File: src/rtl/proc_frame_sequencer_if.sv
// Command, pipeline-control and status signals of the frame sequencer.
// The sequencer uses the slave modport; whoever issues commands and
// reports pipeline status (top-level glue or a bench) uses master.
interface proc_frame_sequencer_if;
  logic       cmd_valid;
  logic       cmd_ready;
  logic [1:0] cmd_mode;
  logic [7:0] cmd_frames;
  logic       abort;
  logic [1:0] proc_mode;
  logic       proc_start;
  logic       prod_enable;
  logic       sub_rst_n;
  logic       out_fire;
  logic       fifo_empty;
  logic       busy;
  logic       frame_done;
  logic [7:0] frames_left;
  logic       err;
  logic [1:0] err_code;

  modport slave (
    input  cmd_valid, cmd_mode, cmd_frames, abort, out_fire, fifo_empty,
    output cmd_ready, proc_mode, proc_start, prod_enable, sub_rst_n,
           busy, frame_done, frames_left, err, err_code
  );

  modport master (
    output cmd_valid, cmd_mode, cmd_frames, abort, out_fire, fifo_empty,
    input  cmd_ready, proc_mode, proc_start, prod_enable, sub_rst_n,
           busy, frame_done, frames_left, err, err_code
  );
endinterface

File: src/rtl/proc_frame_sequencer.sv
// Frame-job sequencer for the producer -> async FIFO -> data_proc pipeline.
// Runs a job of N frames: start data_proc, let pixels flow, count output
// pixels, then drain the FIFO and reset the subsystem between frames.
//
// state     | meaning
// ----------+------------------------------------------------------------
// ST_IDLE   | waiting for a command; cmd_ready high
// ST_ARM    | proc_start high, producer still gated for ARM_CYCLES
// ST_RUN    | pixels flowing; counting out_fire, watching for stalls
// ST_DRAIN  | producer gated; wait for fifo_empty or DRAIN_MAX cycles
// ST_RESET  | sub_rst_n low for RST_CYCLES; pixel counter cleared
// ST_SETTLE | sub_rst_n released; wait SETTLE_CYCLES, then next frame/IDLE
module proc_frame_sequencer #(
  parameter int FRAME_PIXELS  = 1024,
  parameter int CNT_W         = 11,
  parameter int ARM_CYCLES    = 5,
  parameter int DRAIN_MAX     = 100,
  parameter int RST_CYCLES    = 8,
  parameter int SETTLE_CYCLES = 10,
  parameter int TIMEOUT       = 65535
) (
  input  logic                  clk,
  input  logic                  resetn,
  proc_frame_sequencer_if.slave bus
);

  typedef enum logic [2:0] {
    ST_IDLE   = 3'd0,
    ST_ARM    = 3'd1,
    ST_RUN    = 3'd2,
    ST_DRAIN  = 3'd3,
    ST_RESET  = 3'd4,
    ST_SETTLE = 3'd5
  } state_t;

  localparam int TMR_W = 16;
  // Phase timers count down from N-1 so that the terminal-count cycle is
  // the N-th cycle spent in the phase.
  localparam logic [TMR_W-1:0] ARM_LOAD    = TMR_W'(ARM_CYCLES - 1);
  localparam logic [TMR_W-1:0] DRAIN_LOAD  = TMR_W'(DRAIN_MAX - 1);
  localparam logic [TMR_W-1:0] RST_LOAD    = TMR_W'(RST_CYCLES - 1);
  localparam logic [TMR_W-1:0] SETTLE_LOAD = TMR_W'(SETTLE_CYCLES - 1);
  localparam logic [15:0]      IDLE_LOAD   = 16'(TIMEOUT - 1);
  localparam logic [CNT_W-1:0] LAST_PIX    = CNT_W'(FRAME_PIXELS - 1);

  state_t           state_q, state_d;
  logic [TMR_W-1:0] tmr_q, tmr_d;
  logic [15:0]      idle_q, idle_d;
  logic [CNT_W-1:0] pix_cnt_q, pix_cnt_d;
  logic             cancel_q, cancel_d;
  logic [7:0]       frames_left_q, frames_left_d;
  logic [1:0]       proc_mode_q, proc_mode_d;
  logic [1:0]       err_code_q, err_code_d;
  logic             err_q, err_d;
  logic             frame_done_q, frame_done_d;
  logic             cmd_ready_q, cmd_ready_d;
  logic             proc_start_q, proc_start_d;
  logic             prod_enable_q, prod_enable_d;
  logic             sub_rst_n_q, sub_rst_n_d;
  logic             busy_q, busy_d;

  // State register and all registered outputs, synchronous active-low reset.
  always_ff @(posedge clk) begin
    if (!resetn) begin
      state_q       <= ST_IDLE;
      tmr_q         <= '0;
      idle_q        <= '0;
      pix_cnt_q     <= '0;
      cancel_q      <= 1'b0;
      frames_left_q <= '0;
      proc_mode_q   <= '0;
      err_code_q    <= '0;
      err_q         <= 1'b0;
      frame_done_q  <= 1'b0;
      cmd_ready_q   <= 1'b0;
      proc_start_q  <= 1'b0;
      prod_enable_q <= 1'b0;
      sub_rst_n_q   <= 1'b0;
      busy_q        <= 1'b0;
    end else begin
      state_q       <= state_d;
      tmr_q         <= tmr_d;
      idle_q        <= idle_d;
      pix_cnt_q     <= pix_cnt_d;
      cancel_q      <= cancel_d;
      frames_left_q <= frames_left_d;
      proc_mode_q   <= proc_mode_d;
      err_code_q    <= err_code_d;
      err_q         <= err_d;
      frame_done_q  <= frame_done_d;
      cmd_ready_q   <= cmd_ready_d;
      proc_start_q  <= proc_start_d;
      prod_enable_q <= prod_enable_d;
      sub_rst_n_q   <= sub_rst_n_d;
      busy_q        <= busy_d;
    end
  end

  // Next-state, counters, and next values of the registered outputs.
  always_comb begin
    state_d       = state_q;
    tmr_d         = tmr_q;
    idle_d        = idle_q;
    pix_cnt_d     = pix_cnt_q;
    cancel_d      = cancel_q;
    frames_left_d = frames_left_q;
    proc_mode_d   = proc_mode_q;
    err_code_d    = err_code_q;
    err_d         = 1'b0;
    frame_done_d  = 1'b0;

    case (state_q)
      ST_IDLE: begin
        if (bus.cmd_valid && cmd_ready_q) begin
          if (bus.cmd_mode == 2'b11) begin
            err_d      = 1'b1;
            err_code_d = 2'b01;
          end else if (bus.cmd_frames == 8'd0) begin
            err_d      = 1'b1;
            err_code_d = 2'b11;
          end else begin
            proc_mode_d   = bus.cmd_mode;
            frames_left_d = bus.cmd_frames;
            err_code_d    = 2'b00;
            cancel_d      = 1'b0;
            state_d       = ST_ARM;
          end
        end
      end

      ST_ARM: begin
        if (bus.abort) begin
          cancel_d = 1'b1;
          state_d  = ST_DRAIN;
        end else if (tmr_q == '0) begin
          state_d = ST_RUN;
        end else begin
          tmr_d = tmr_q - 1'b1;
        end
      end

      ST_RUN: begin
        // A final-pixel fire still completes the frame even if abort is
        // raised in the same cycle; a fire always beats the stall timeout.
        if (bus.out_fire && (pix_cnt_q == LAST_PIX)) begin
          pix_cnt_d    = pix_cnt_q + 1'b1;
          frame_done_d = 1'b1;
          state_d      = ST_DRAIN;
          if (bus.abort) begin
            cancel_d = 1'b1;
          end
        end else if (bus.abort) begin
          cancel_d = 1'b1;
          state_d  = ST_DRAIN;
        end else if (bus.out_fire) begin
          pix_cnt_d = pix_cnt_q + 1'b1;
          idle_d    = IDLE_LOAD;
        end else if (idle_q == '0) begin
          err_d      = 1'b1;
          err_code_d = 2'b10;
          cancel_d   = 1'b1;
          state_d    = ST_DRAIN;
        end else begin
          idle_d = idle_q - 1'b1;
        end
      end

      ST_DRAIN: begin
        if (bus.fifo_empty || (tmr_q == '0)) begin
          state_d = ST_RESET;
        end else begin
          tmr_d = tmr_q - 1'b1;
        end
      end

      ST_RESET: begin
        pix_cnt_d = '0;
        if (tmr_q == '0) begin
          state_d = ST_SETTLE;
        end else begin
          tmr_d = tmr_q - 1'b1;
        end
      end

      ST_SETTLE: begin
        if (tmr_q == '0) begin
          if ((frames_left_q > 8'd1) && !cancel_q) begin
            frames_left_d = frames_left_q - 8'd1;
            state_d       = ST_ARM;
          end else begin
            frames_left_d = 8'd0;
            state_d       = ST_IDLE;
          end
        end else begin
          tmr_d = tmr_q - 1'b1;
        end
      end

      default: begin
        state_d = ST_IDLE;
      end
    endcase

    if (state_d != state_q) begin
      case (state_d)
        ST_ARM:    tmr_d = ARM_LOAD;
        ST_DRAIN:  tmr_d = DRAIN_LOAD;
        ST_RESET:  tmr_d = RST_LOAD;
        ST_SETTLE: tmr_d = SETTLE_LOAD;
        default:   tmr_d = '0;
      endcase
    end

    if ((state_d == ST_RUN) && (state_q != ST_RUN)) begin
      idle_d = IDLE_LOAD;
    end

    // Outputs are registered from the next state so they line up with it.
    cmd_ready_d   = (state_d == ST_IDLE);
    proc_start_d  = (state_d == ST_ARM) || (state_d == ST_RUN);
    prod_enable_d = (state_d == ST_RUN);
    sub_rst_n_d   = (state_d != ST_RESET);
    busy_d        = (state_d != ST_IDLE);
  end

  assign bus.cmd_ready   = cmd_ready_q;
  assign bus.proc_mode   = proc_mode_q;
  assign bus.proc_start  = proc_start_q;
  assign bus.prod_enable = prod_enable_q;
  assign bus.sub_rst_n   = sub_rst_n_q;
  assign bus.busy        = busy_q;
  assign bus.frame_done  = frame_done_q;
  assign bus.frames_left = frames_left_q;
  assign bus.err         = err_q;
  assign bus.err_code    = err_code_q;

endmodule

File: src/flat_wrapper.sv
// flat-port wrapper written by rule: the top's interface ports become plain ports
module proc_frame_sequencer_flat 
#(
  parameter int FRAME_PIXELS  = 1024,
  parameter int CNT_W         = 11,
  parameter int ARM_CYCLES    = 5,
  parameter int DRAIN_MAX     = 100,
  parameter int RST_CYCLES    = 8,
  parameter int SETTLE_CYCLES = 10,
  parameter int TIMEOUT       = 65535
)
  (clk, resetn, bus_cmd_valid, bus_cmd_mode, bus_cmd_frames, bus_abort, bus_out_fire, bus_fifo_empty, bus_cmd_ready, bus_proc_mode, bus_proc_start, bus_prod_enable, bus_sub_rst_n, bus_busy, bus_frame_done, bus_frames_left, bus_err, bus_err_code);
  proc_frame_sequencer_if bus_i ();
  input  logic clk;
  input  logic resetn;
  input wire logic [$bits(bus_i.cmd_valid)-1:0] bus_cmd_valid;
  input wire logic [$bits(bus_i.cmd_mode)-1:0] bus_cmd_mode;
  input wire logic [$bits(bus_i.cmd_frames)-1:0] bus_cmd_frames;
  input wire logic [$bits(bus_i.abort)-1:0] bus_abort;
  input wire logic [$bits(bus_i.out_fire)-1:0] bus_out_fire;
  input wire logic [$bits(bus_i.fifo_empty)-1:0] bus_fifo_empty;
  output wire logic [$bits(bus_i.cmd_ready)-1:0] bus_cmd_ready;
  output wire logic [$bits(bus_i.proc_mode)-1:0] bus_proc_mode;
  output wire logic [$bits(bus_i.proc_start)-1:0] bus_proc_start;
  output wire logic [$bits(bus_i.prod_enable)-1:0] bus_prod_enable;
  output wire logic [$bits(bus_i.sub_rst_n)-1:0] bus_sub_rst_n;
  output wire logic [$bits(bus_i.busy)-1:0] bus_busy;
  output wire logic [$bits(bus_i.frame_done)-1:0] bus_frame_done;
  output wire logic [$bits(bus_i.frames_left)-1:0] bus_frames_left;
  output wire logic [$bits(bus_i.err)-1:0] bus_err;
  output wire logic [$bits(bus_i.err_code)-1:0] bus_err_code;
  assign bus_i.cmd_valid = bus_cmd_valid;
  assign bus_i.cmd_mode = bus_cmd_mode;
  assign bus_i.cmd_frames = bus_cmd_frames;
  assign bus_i.abort = bus_abort;
  assign bus_i.out_fire = bus_out_fire;
  assign bus_i.fifo_empty = bus_fifo_empty;
  assign bus_cmd_ready = bus_i.cmd_ready;
  assign bus_proc_mode = bus_i.proc_mode;
  assign bus_proc_start = bus_i.proc_start;
  assign bus_prod_enable = bus_i.prod_enable;
  assign bus_sub_rst_n = bus_i.sub_rst_n;
  assign bus_busy = bus_i.busy;
  assign bus_frame_done = bus_i.frame_done;
  assign bus_frames_left = bus_i.frames_left;
  assign bus_err = bus_i.err;
  assign bus_err_code = bus_i.err_code;
  proc_frame_sequencer #(.FRAME_PIXELS(FRAME_PIXELS), .CNT_W(CNT_W), .ARM_CYCLES(ARM_CYCLES), .DRAIN_MAX(DRAIN_MAX), .RST_CYCLES(RST_CYCLES), .SETTLE_CYCLES(SETTLE_CYCLES), .TIMEOUT(TIMEOUT)) u_core (.clk(clk), .resetn(resetn), .bus(bus_i));
endmodule
File: config.mk
export PLATFORM = sky130hd
export DESIGN_NAME = proc_frame_sequencer_flat
export DESIGN_NICKNAME = d
export VERILOG_FILES = /design/src/rtl/proc_frame_sequencer_if.sv /design/src/rtl/proc_frame_sequencer.sv /design/src/flat_wrapper.sv
export SDC_FILE = /design/constraint.sdc
export NUM_CORES = 1
export LEC_CHECK = 0
export BUFFER_PORTS_ARGS = -buffer_cell sky130_fd_sc_hd__buf_2
export CAP_MARGIN = 0
export CORE_MARGIN = 3
export CORE_UTILIZATION = 35
export CTS_CLUSTER_DIAMETER = 100
export CTS_CLUSTER_SIZE = 40
export DETAILED_ROUTE_END_ITERATION = 8
export PLACE_DENSITY = 0.64
export SLEW_MARGIN = 20
export SYNTH_ARGS = -nofsm -noshare
export SYNTH_HDL_FRONTEND = slang
export SYNTH_SLANG_ARGS = --single-unit
File: constraint.sdc
create_clock -name clk -period 7.45 [get_ports clk]
set_clock_uncertainty 0.2 [all_clocks]
set_input_delay 0.3725 -clock clk [delete_from_list [all_inputs] [get_ports clk]]
set_output_delay 0.3725 -clock clk [all_outputs]
set_load 0.005 [all_outputs]
==> results of run 1 <==
[worst paths after layout]
| kind | to | from |
|---|---|---|
| hold reg to reg | u_core.bus.err_code[0] | u_core.bus.err_code[0] |
| setup reg to reg | u_core.idle_q[0] | u_core.state_q[0] |
| setup / recovery | u_core.idle_q[0] | u_core.state_q[0] |
| hold / removal | u_core.bus.proc_mode[0] | bus_cmd_mode[0] |
[registers in the layout, indices dropped and copies added, names as in the netlist, 2 cells and up]
register	flops
u_core.bus.frames_left	8
u_core.state_q	3
u_core.tmr_q	16
u_core.idle_q	16
u_core.bus.proc_mode	2
u_core.pix_cnt_q	11
u_core.bus.err_code	2
[through the flow]
stage / worst slack, ns / power [mW] / util, %
2_1_floorplan: 5.076 / 1.145 / -
3_3_place_gp: 4.140 / 1.267 / 38.85
3_5_place_dp: 4.102 / 1.287 / 38.85
4_1_cts: 4.049 / 1.705 / 41.60
5_1_grt: 3.733 / 1.827 / 41.67
6_report: 3.977 / 1.703 / 41.69
[metal layers]
metal | vias to the layer above | track usage (%) | routed length [um]
met3 | 5 | 3.582 | 458
li1 | 1616 | - | -
met5 | - | 0 | 0
met2 | 76 | 23.71 | 3847
met4 | 0 | 4.689 | 95
met1 | 1528 | 21.52 | 4291
[final cells by class]
class / count / area share (%)
Multi-Input combinational cell: 330 / 52.03
Sequential cell: 66 / 31.84
Timing Repair Buffer: 35 / 4.281
Tap cell: 133 / 4.010
Clock buffer: 10 / 3.316
Clock inverter: 6 / 3.286
Inverter: 13 / 1.176
Antenna cell: 1 / 0.06030
[cells in the final DEF, fill, tap and decap left out, types with 5 or more instances in the layout]
master,count
a211oi_1,5
a21oi_1,33
buf_2,34
clkbuf_8,10
dfxtp_1,66
ha_1,5
inv_1,10
nand2_1,29
nand2b_1,6
nand3_1,13
nand3b_1,6
nand4_1,6
nor2_1,50
nor3_1,14
nor4_1,10
nor4b_1,7
o21ai_0,11
o31ai_1,5
or2_2,6
xnor2_1,16
xor2_1,17
[report_power, final]
part | internal (mW) | total (mW) | switching, mW
logic | 0.304 | 0.750 | 0.447
clock network | 0.266 | 0.411 | 0.144
registers | 0.439 | 0.542 | 0.103
[worst max-delay path, stage by stage, from the launching register on]
cell and delay, ns:
dfxtp_1 0.82, nand3b_1 0.44, a311o_1 0.61, nand3_2 0.17, a21oi_1 0.11, a31oi_1 0.78, and3_1 0.26
[cell families after synthesis]
family,synth area share (%)
AND/OR/NAND/NOR,28.46
flip-flops,36.30
adder cells (fa/ha/maj),1.719
XOR/XNOR,7.941
buffers and inverters,4.537
AO/OA/AOI/OAI,20.49
multiplexers,0.5500
==> flow_metrics.tcl, run 1 <==
set metrics [dict create \
    rsz0062_at_grt "false" \
    synth_cells 429 \
    yosys.area.top_type "dfxtp_1" \
    irDropWorstVdd_mv 0.1879 \
    cts_hold_buf 0 \
    end_kind "flip-flop" \
    cp_max_fo 24 \
    p_leak_nw 1.540 \
    rows 36 \
    drc_errors 0 \
    io_buffers 34 \
    drv_cap 0 \
    nNetsFinal 476 \
    ys_seq_area_share_pct 36.30 \
    die-area_um2 11660 \
    synth_commonest_cells "dfxtp_1 (66), nor2_1 (50), a21oi_1 (33)" \
    postCtsSetupBuffers 0 \
    synth_edf_count 0 \
    drt_iter0_markers 150 \
    finalHoldViolCount 0 \
    place.gp.congestion 0.8542 \
    clock_path_buffers 2 \
    cts_buffers 9 \
    synthArstFlopShare_pct 0 \
    area_delta_synth_final_pct 14.03 \
    cp.arrival_ns 3.55 \
    yosys.area.top_type_share_pct 36.30 \
    clkSinkCount 66 \
    syn_avg_cell_area_um2 8.484 \
    slew_headroom_pct 37.55 \
    layout-drive-gt1-share_pct 17.61 \
    ys.flop_type "dfxtp_1" \
    critPathRequiredTime_ns 7.53 \
    place_hpwl_um 6276 \
    track_usage_pct 15.43 \
    insertion_delay_ns 0.35 \
    antenna_found_initial 0 \
    yosysUniqueCellTypes 75 \
    cts.clk_slew.worst_paths_ns 0.08 \
    grt-ovfl-total 0 \
    ctsHtreeMaxLevel 3 \
    multiInputGateArea_um2 2160 \
    stdcell_count 594 \
    dpl.cell_count 577 \
    die_w_um 108.0 \
    holdCritPathClass "in -> reg" \
    clock.fmax_mhz 287.9 \
    ys.warnings.count 0 \
    ys_ff_latch 66 \
    regArea_um2 1321 \
    status "finished, final reports clean" \
    grt_start_max_net_pins 25 \
    placed_cell_area_um2 3867 \
    grt_pass1_vias 2953 \
    ios 35 \
    synth.area.top_cells "dfxtp_1 (36%), nor2_1 (5.2%), a21oi_1 (4.5%)" \
    setup_viol 0 \
    routed_via_density 5.429 \
    drv_slew 0 \
    r2r_cells 6 \
    fillCellCount 1007 \
    power_density_nw_per_um2 410.4 \
    hold_path_depth 3 \
    crit_path_start_kind "flip-flop" \
    cts_root_buf "clkbuf_8" \
    ant_nets 0 \
    cts-resized-gates 0 \
    wl_um 8693 \
    min_period_ns 3.473 \
    synth.most_common_cell "dfxtp_1" \
    wire_per_inst_um 14.63 \
    grt_first_pass_wirelength_um 14550 \
    final.setup.tns_ns 0 \
    crit_type "reg -> reg" \
    max_slew.worst_pin.slew_ns 0.9324 \
    period_share_pct 46.62 \
    initial_utilization_pct 36.56 \
    dr.pass1.iters 5 \
    holdWs_ns 0.1004 \
    synth_nets 450 \
    syn-cell-area_um2 3640 \
    core-area_um2 9955 \
    die_h_um 108.0 \
    vias 3225 \
    cts_tree "built" \
    r2r_slack_ns 3.98 \
    final_area_um2 4150 \
]
No activity file was read; power rests on OpenSTA's default activity.
==> run 2: changes to the inputs <==
--- a/config.mk
+++ b/config.mk
@@ -5,6 +5,7 @@
 export SDC_FILE = /design/constraint.sdc
 export NUM_CORES = 1
 export LEC_CHECK = 0
+export ABC_AREA = 1
 export BUFFER_PORTS_ARGS = -buffer_cell sky130_fd_sc_hd__buf_2
 export CAP_MARGIN = 0
 export CORE_MARGIN = 3
==> constraint.sdc (replaced) <==
create_clock -name clk -period 3.3 [get_ports clk]
set_clock_uncertainty 0.2 [all_clocks]
set_input_delay 0.165 -clock clk [delete_from_list [all_inputs] [get_ports clk]]
set_output_delay 0.165 -clock clk [all_outputs]
set_load 0.005 [all_outputs]
==> flow_metrics.tcl, run 2 <==
set metrics [dict create \
    place.gp.congestion 0.8301 \
    synth.most_common_cell "nand2_1" \
    yosys.area.top_type_share_pct 35.16 \
    cp_max_fo 7 \
    ant_nets 0 \
    critPathRequiredTime_ns 3.33 \
    insertion_delay_ns 0.35 \
    ys_seq_area_share_pct 35.16 \
    status "finished, final reports clean" \
    ys.flop_type "dfxtp_1" \
    drc_errors 0 \
    path_buf_inv 1 \
    synthArstFlopShare_pct 0 \
    slowest_delay_ns 0.35 \
    die-area_um2 12010 \
    clkSinkCount 66 \
    drv_cap 0 \
    crit_path_start_kind "flip-flop" \
    routed_via_density 4.857 \
    synth_nets 566 \
    die_w_um 109.6 \
    rows 37 \
    grt-ovfl-total 0 \
    vias 3565 \
    use_met1_pct 19.37 \
    syn_avg_cell_area_um2 6.894 \
    layout_common_cells "nand2_1 (100), nor2_1 (88), inv_1 (68)" \
    drv_slew 0 \
    ios 35 \
    cts-resized-gates 0 \
    p_leak_nw 2.043 \
    holdWs_ns 0.03298 \
    crit_path_top_delay_cell "dfxtp_1" \
    syn-cell-area_um2 3757 \
    synth_commonest_cells "nand2_1 (100), nor2_1 (88), inv_1 (68)" \
    die_h_um 109.6 \
    grt_pass1_vias 3321 \
    grt_first_pass_wirelength_um 14940 \
    finalHoldViolCount 0 \
    yosysUniqueCellTypes 46 \
    clock.fmax_mhz 420.5 \
    area_delta_synth_final_pct 16.28 \
    synth.area.top_cells "dfxtp_1 (35%), nand2_1 (10%), nor2_1 (8.8%)" \
    ys.warnings.count 0 \
    fillCellCount 1085 \
    io_buffers 34 \
    regArea_um2 1321 \
    power_density_nw_per_um2 932.9 \
    cts_buffers 9 \
    finalWorstSetupSlack_ns 0.9221 \
    final_area_um2 4369 \
    nNetsFinal 614 \
    antenna_found_initial 0 \
    cts_tree "built" \
    clock_path_buffers 2 \
    core-area_um2 10370 \
    track_usage_pct 15.65 \
    max_slew.worst_pin.slew_ns 0.4287 \
    holdCritPathClass "in -> reg" \
    ys_ff_latch 66 \
    placed_cell_area_um2 4063 \
    grt_start_max_net_pins 32 \
    initial_utilization_pct 36.23 \
    critical_path.most_common_cell "nand2_1" \
    layout-drive-gt1-share_pct 15.55 \
    final.setup.tns_ns 0 \
    rsz0062_at_grt "false" \
    diodes 0 \
    cp.arrival_ns 2.41 \
    top_usage_layer "met2" \
    period_share_pct 72.06 \
    place_hpwl_um 6540 \
    cts.clk_slew.worst_paths_ns 0.08 \
    yosys.area.top_type "dfxtp_1" \
    setup_viol 0 \
    place_ws_ns 0.9953 \
    synth_edf_count 0 \
    synth_cells 545 \
    end_kind "flip-flop" \
    top_regs "u_core.idle_q x16, u_core.tmr_q x16, u_core.pix_cnt_q x11" \
    met3_usage_pct 4.228 \
    path_cells "inv_1 -> ha_1 -> nor2_1 -> nor3_1 -> nand2_1 -> nand2_1 -> nand3_1 -> nand2_1 -> nand3_4 -> nand2_4 -> nand3_2 -> o21ai_0 -> nor2_1" \
    wire_per_inst_um 12.13 \
    fin_util_pct 42.13 \
    min_period_ns 2.378 \
    slew_headroom_pct 71.20 \
    drt_iter0_markers 252 \
    ctsHtreeMaxLevel 3 \
    path_delay_family "simple AND/OR/NAND/NOR gates" \
    layout_commonest_cell "nand2_1" \
    irDropWorstVdd_mv 0.3019 \
    crit_type "reg -> reg" \
    multiInputGateArea_um2 2107 \
    cts_root_buf "clkbuf_8" \
    wl_um 8905 \
    dr.pass1.iters 5 \
    met2_usage_pct 26.72 \
]
## run 2: changes by cell type after synthesis, moves of 8 or more
cell and delta:
xnor2_1 -10, o21ai_0 +19, nor2_2 +8, nand2_1 +71, inv_1 +58, nor2_1 +38
a31oi_1 +13, nand3_1 +18
## run 2: worst paths after layout
path              slack [ns]                    end                 startpoint  depth (start not counted)
hold reg to reg         0.27  u_core.bus.frame_done       u_core.pix_cnt_q[10]                          1
hold / removal          0.03      u_core.state_q[0]                     resetn                          3
setup / recovery        0.92        u_core.tmr_q[6]  u_core.bus.frames_left[0]                         13
setup reg to reg        0.92        u_core.tmr_q[6]  u_core.bus.frames_left[0]                         13
## run 2: kinds of logic (layout without fill, tap and decap cells)
logic type	count (synthesis)	count (layout)	share of synthesized area [%]
AND/OR/NAND/NOR	277	277	35.20
buffers and inverters	84	137	8.757
XOR/XNOR	24	24	5.594
AO/OA/AOI/OAI	89	89	13.62
adder cells (fa/ha/maj)	5	5	1.665
flip-flops	66	66	35.16
## run 2: layout make-up
cell class	instances	area share, %
flip-flops and latches	66	30.24
multi-input cells	395	48.22
clock inverters	4	1.174
well taps	136	3.895
clock buffers	12	3.322
inverters	74	6.386
repair buffers	47	6.758
## run 2: stage by stage
step / power (mW) / cells
global placement: 3.358 / 707
finish: 4.076 / 734
global route: 4.482 / 734
detailed placement: 3.387 / 707
CTS: 4.106 / 734
floorplan: 2.944 / 545
## run 2: what timing repair did
action / 4_1_cts / 5_1_grt
buffers inserted: 0 / 0
hold buffers: 11 / 0
hold endpoints to repair: 11 / 0
## run 2: tightest hold or removal path, cell delays in order
cell and delay (ns):
buf_2 0.22, nand2_1 0.11, inv_1 0.03
## run 2: report_power, final
group | switching (mW) | internal [mW]
clock network | 0.313 | 0.370
logic | 1.42 | 0.787
registers | 0.179 | 1.01
total | 1.91 | 2.16
## run 2: routing by layer
layer,wire (um),part of all wire [%]
met4,82,0.92
met5,0,0
met2,4445,50
met1,3964,45
met3,412,4.6
==> run 3: changes to the inputs <==
==> constraint.sdc (replaced) <==
create_clock -name clk -period 2.35 [get_ports clk]
set_clock_uncertainty 0.2 [all_clocks]
set_input_delay 0.1175 -clock clk [delete_from_list [all_inputs] [get_ports clk]]
set_output_delay 0.1175 -clock clk [all_outputs]
set_load 0.005 [all_outputs]
==> flow_metrics.tcl, run 3 (synthesis results as in run 2) <==
set metrics [dict create \
    status "finished, final reports clean" \
    endpoint "u_core.tmr_q[6]" \
    nNetsFinal 622 \
    antenna_found_initial 0 \
    finalHoldViolCount 0 \
    wire_per_inst_um 12.47 \
    core-area_um2 10370 \
    grt_first_pass_wirelength_um 15010 \
    r2r_start "u_core.tmr_q[0]" \
    top_regs "u_core.idle_q x16, u_core.tmr_q x16, u_core.pix_cnt_q x11" \
    critPathRequiredTime_ns 2.43 \
    dr.pass1.iters 5 \
    drc_errors 0 \
    clock.fmax_mhz 457.6 \
    irDropWorstVdd_mv 0.5623 \
    diodes 0 \
    max_slew.worst_pin.slew_ns 0.4771 \
    drv_cap 0 \
    r2r_slack_ns 0.16 \
    cp-startpoint "u_core.tmr_q[0]" \
    place.gp.congestion 0.8737 \
    holdCritPathClass "in -> reg" \
    drv_slew 0 \
    rows 37 \
    drt_iter0_markers 234 \
    die-area_um2 12010 \
    p_leak_nw 2.117 \
    use_met1_pct 18.19 \
    cts_buffers 9 \
    fin_util_pct 44.14 \
    final_area_um2 4577 \
    routed_via_density 4.858 \
    ant_nets 0 \
    met2_usage_pct 27.99 \
    rr_endpoint "u_core.tmr_q[6]" \
    die_h_um 109.6 \
    setup_viol 0 \
    ios 35 \
    initial_utilization_pct 36.23 \
    fillCellCount 1046 \
    top_usage_layer "met2" \
    cts.clk_slew.worst_paths_ns 0.07 \
    stdcell_count 742 \
    grt-ovfl-total 0 \
    cts_root_buf "clkbuf_8" \
    end_kind "flip-flop" \
    track_usage_pct 15.64 \
    cts_tree "built" \
    period_share_pct 92.99 \
    cp_max_fo 5 \
    final.setup.tns_ns 0 \
    met3_usage_pct 3.876 \
    insertion_delay_ns 0.34 \
    area_delta_synth_final_pct 21.81 \
    wl_um 9253 \
    clock_path_buffers 2 \
    r2r_cells 15 \
    io_buffers 34 \
    power_density_nw_per_um2 1353 \
    slew_headroom_pct 67.95 \
    grt_start_max_net_pins 29 \
    crit_type "reg -> reg" \
    layout-drive-gt1-share_pct 19.14 \
    power_mw 6.195 \
    cp.arrival_ns 2.26 \
    placed_cell_area_um2 4093 \
    crit_path_start_kind "flip-flop" \
    grt_pass1_vias 3307 \
    dpl.cell_count 711 \
    ctsHtreeMaxLevel 3 \
    layout_common_cells "nand2_1 (98), nor2_1 (85), inv_1 (64)" \
    clkSinkCount 66 \
    die_w_um 109.6 \
    vias 3605 \
    layout_commonest_cell "nand2_1" \
    place_hpwl_um 6653 \
    min_period_ns 2.185 \
]
[run 3: layer usage]
| metal | wire length [um] | vias to the layer above |
|---|---|---|
| li1 | - | 1884 |
| met1 | 4059 | 1635 |
| met2 | 4661 | 70 |
| met3 | 370 | 16 |
| met4 | 161 | 0 |
| met5 | 0 | - |
[run 3: critical path: stages, from the launching register on]
cell	delay, ns
dfxtp_1	0.33
inv_2	0.08
ha_4	0.15
nand2_4	0.07
nor2_2	0.12
nand2_2	0.12
buf_4	0.16
a31oi_2	0.27
nor2_4	0.09
inv_1	0.09
nand2_1	0.09
inv_1	0.07
nand2_1	0.07
o21ai_0	0.09
inv_1	0.06
nor2_1	0.08
[run 3: how the worst min path moves through the flow]
stage,start,endpoint,depth (start not counted)
2_1_floorplan,bus_cmd_mode[0],u_core.bus.proc_mode[0],2
3_3_place_gp,bus_cmd_mode[1],u_core.bus.proc_mode[1],3
3_5_place_dp,bus_cmd_mode[1],u_core.bus.proc_mode[1],3
4_1_cts,bus_abort,u_core.bus.err,4
5_1_grt,bus_abort,u_core.bus.err,4
6_report,bus_abort,u_core.cancel_q,5
[run 3: metrics by stage]
stage          worst slack [ns]  hold slack [ns]
4_1_cts                 0.02153          0.01748
3_5_place_dp            0.03978           0.1986
5_1_grt                -0.01602          0.06209
2_1_floorplan            0.3045          0.06032
6_report                 0.1647          0.04642
3_3_place_gp             0.1096           0.1954
[run 3: where the power goes]
part | switching (mW) | total (mW) | leakage, nW | internal [mW]
sequential | 0.262 | 1.68 | 0.539 | 1.42
clock | 0.435 | 1.12 | 0.119 | 0.683
combinational | 2.12 | 3.40 | 1.46 | 1.28
[run 3: final cells by class]
class                   count  area [um2]  area share, %
multi-input cells         395        2205          48.17
flip-flops and latches     66        1325          28.95
repair buffers             55       360.3          7.873
inverters                  74       279.0          6.096
well taps                 136       170.2          3.718
clock buffers              12       165.2          3.609
clock inverters             4       72.57          1.586
[run 3: repair_timing]
action / CTS / global route
setup endpoints to repair: 0 / 34
hold endpoints to repair: 15 / 0
setup buffers: 0 / 2
hold buffers: 13 / 0
resized for setup: 0 / 27
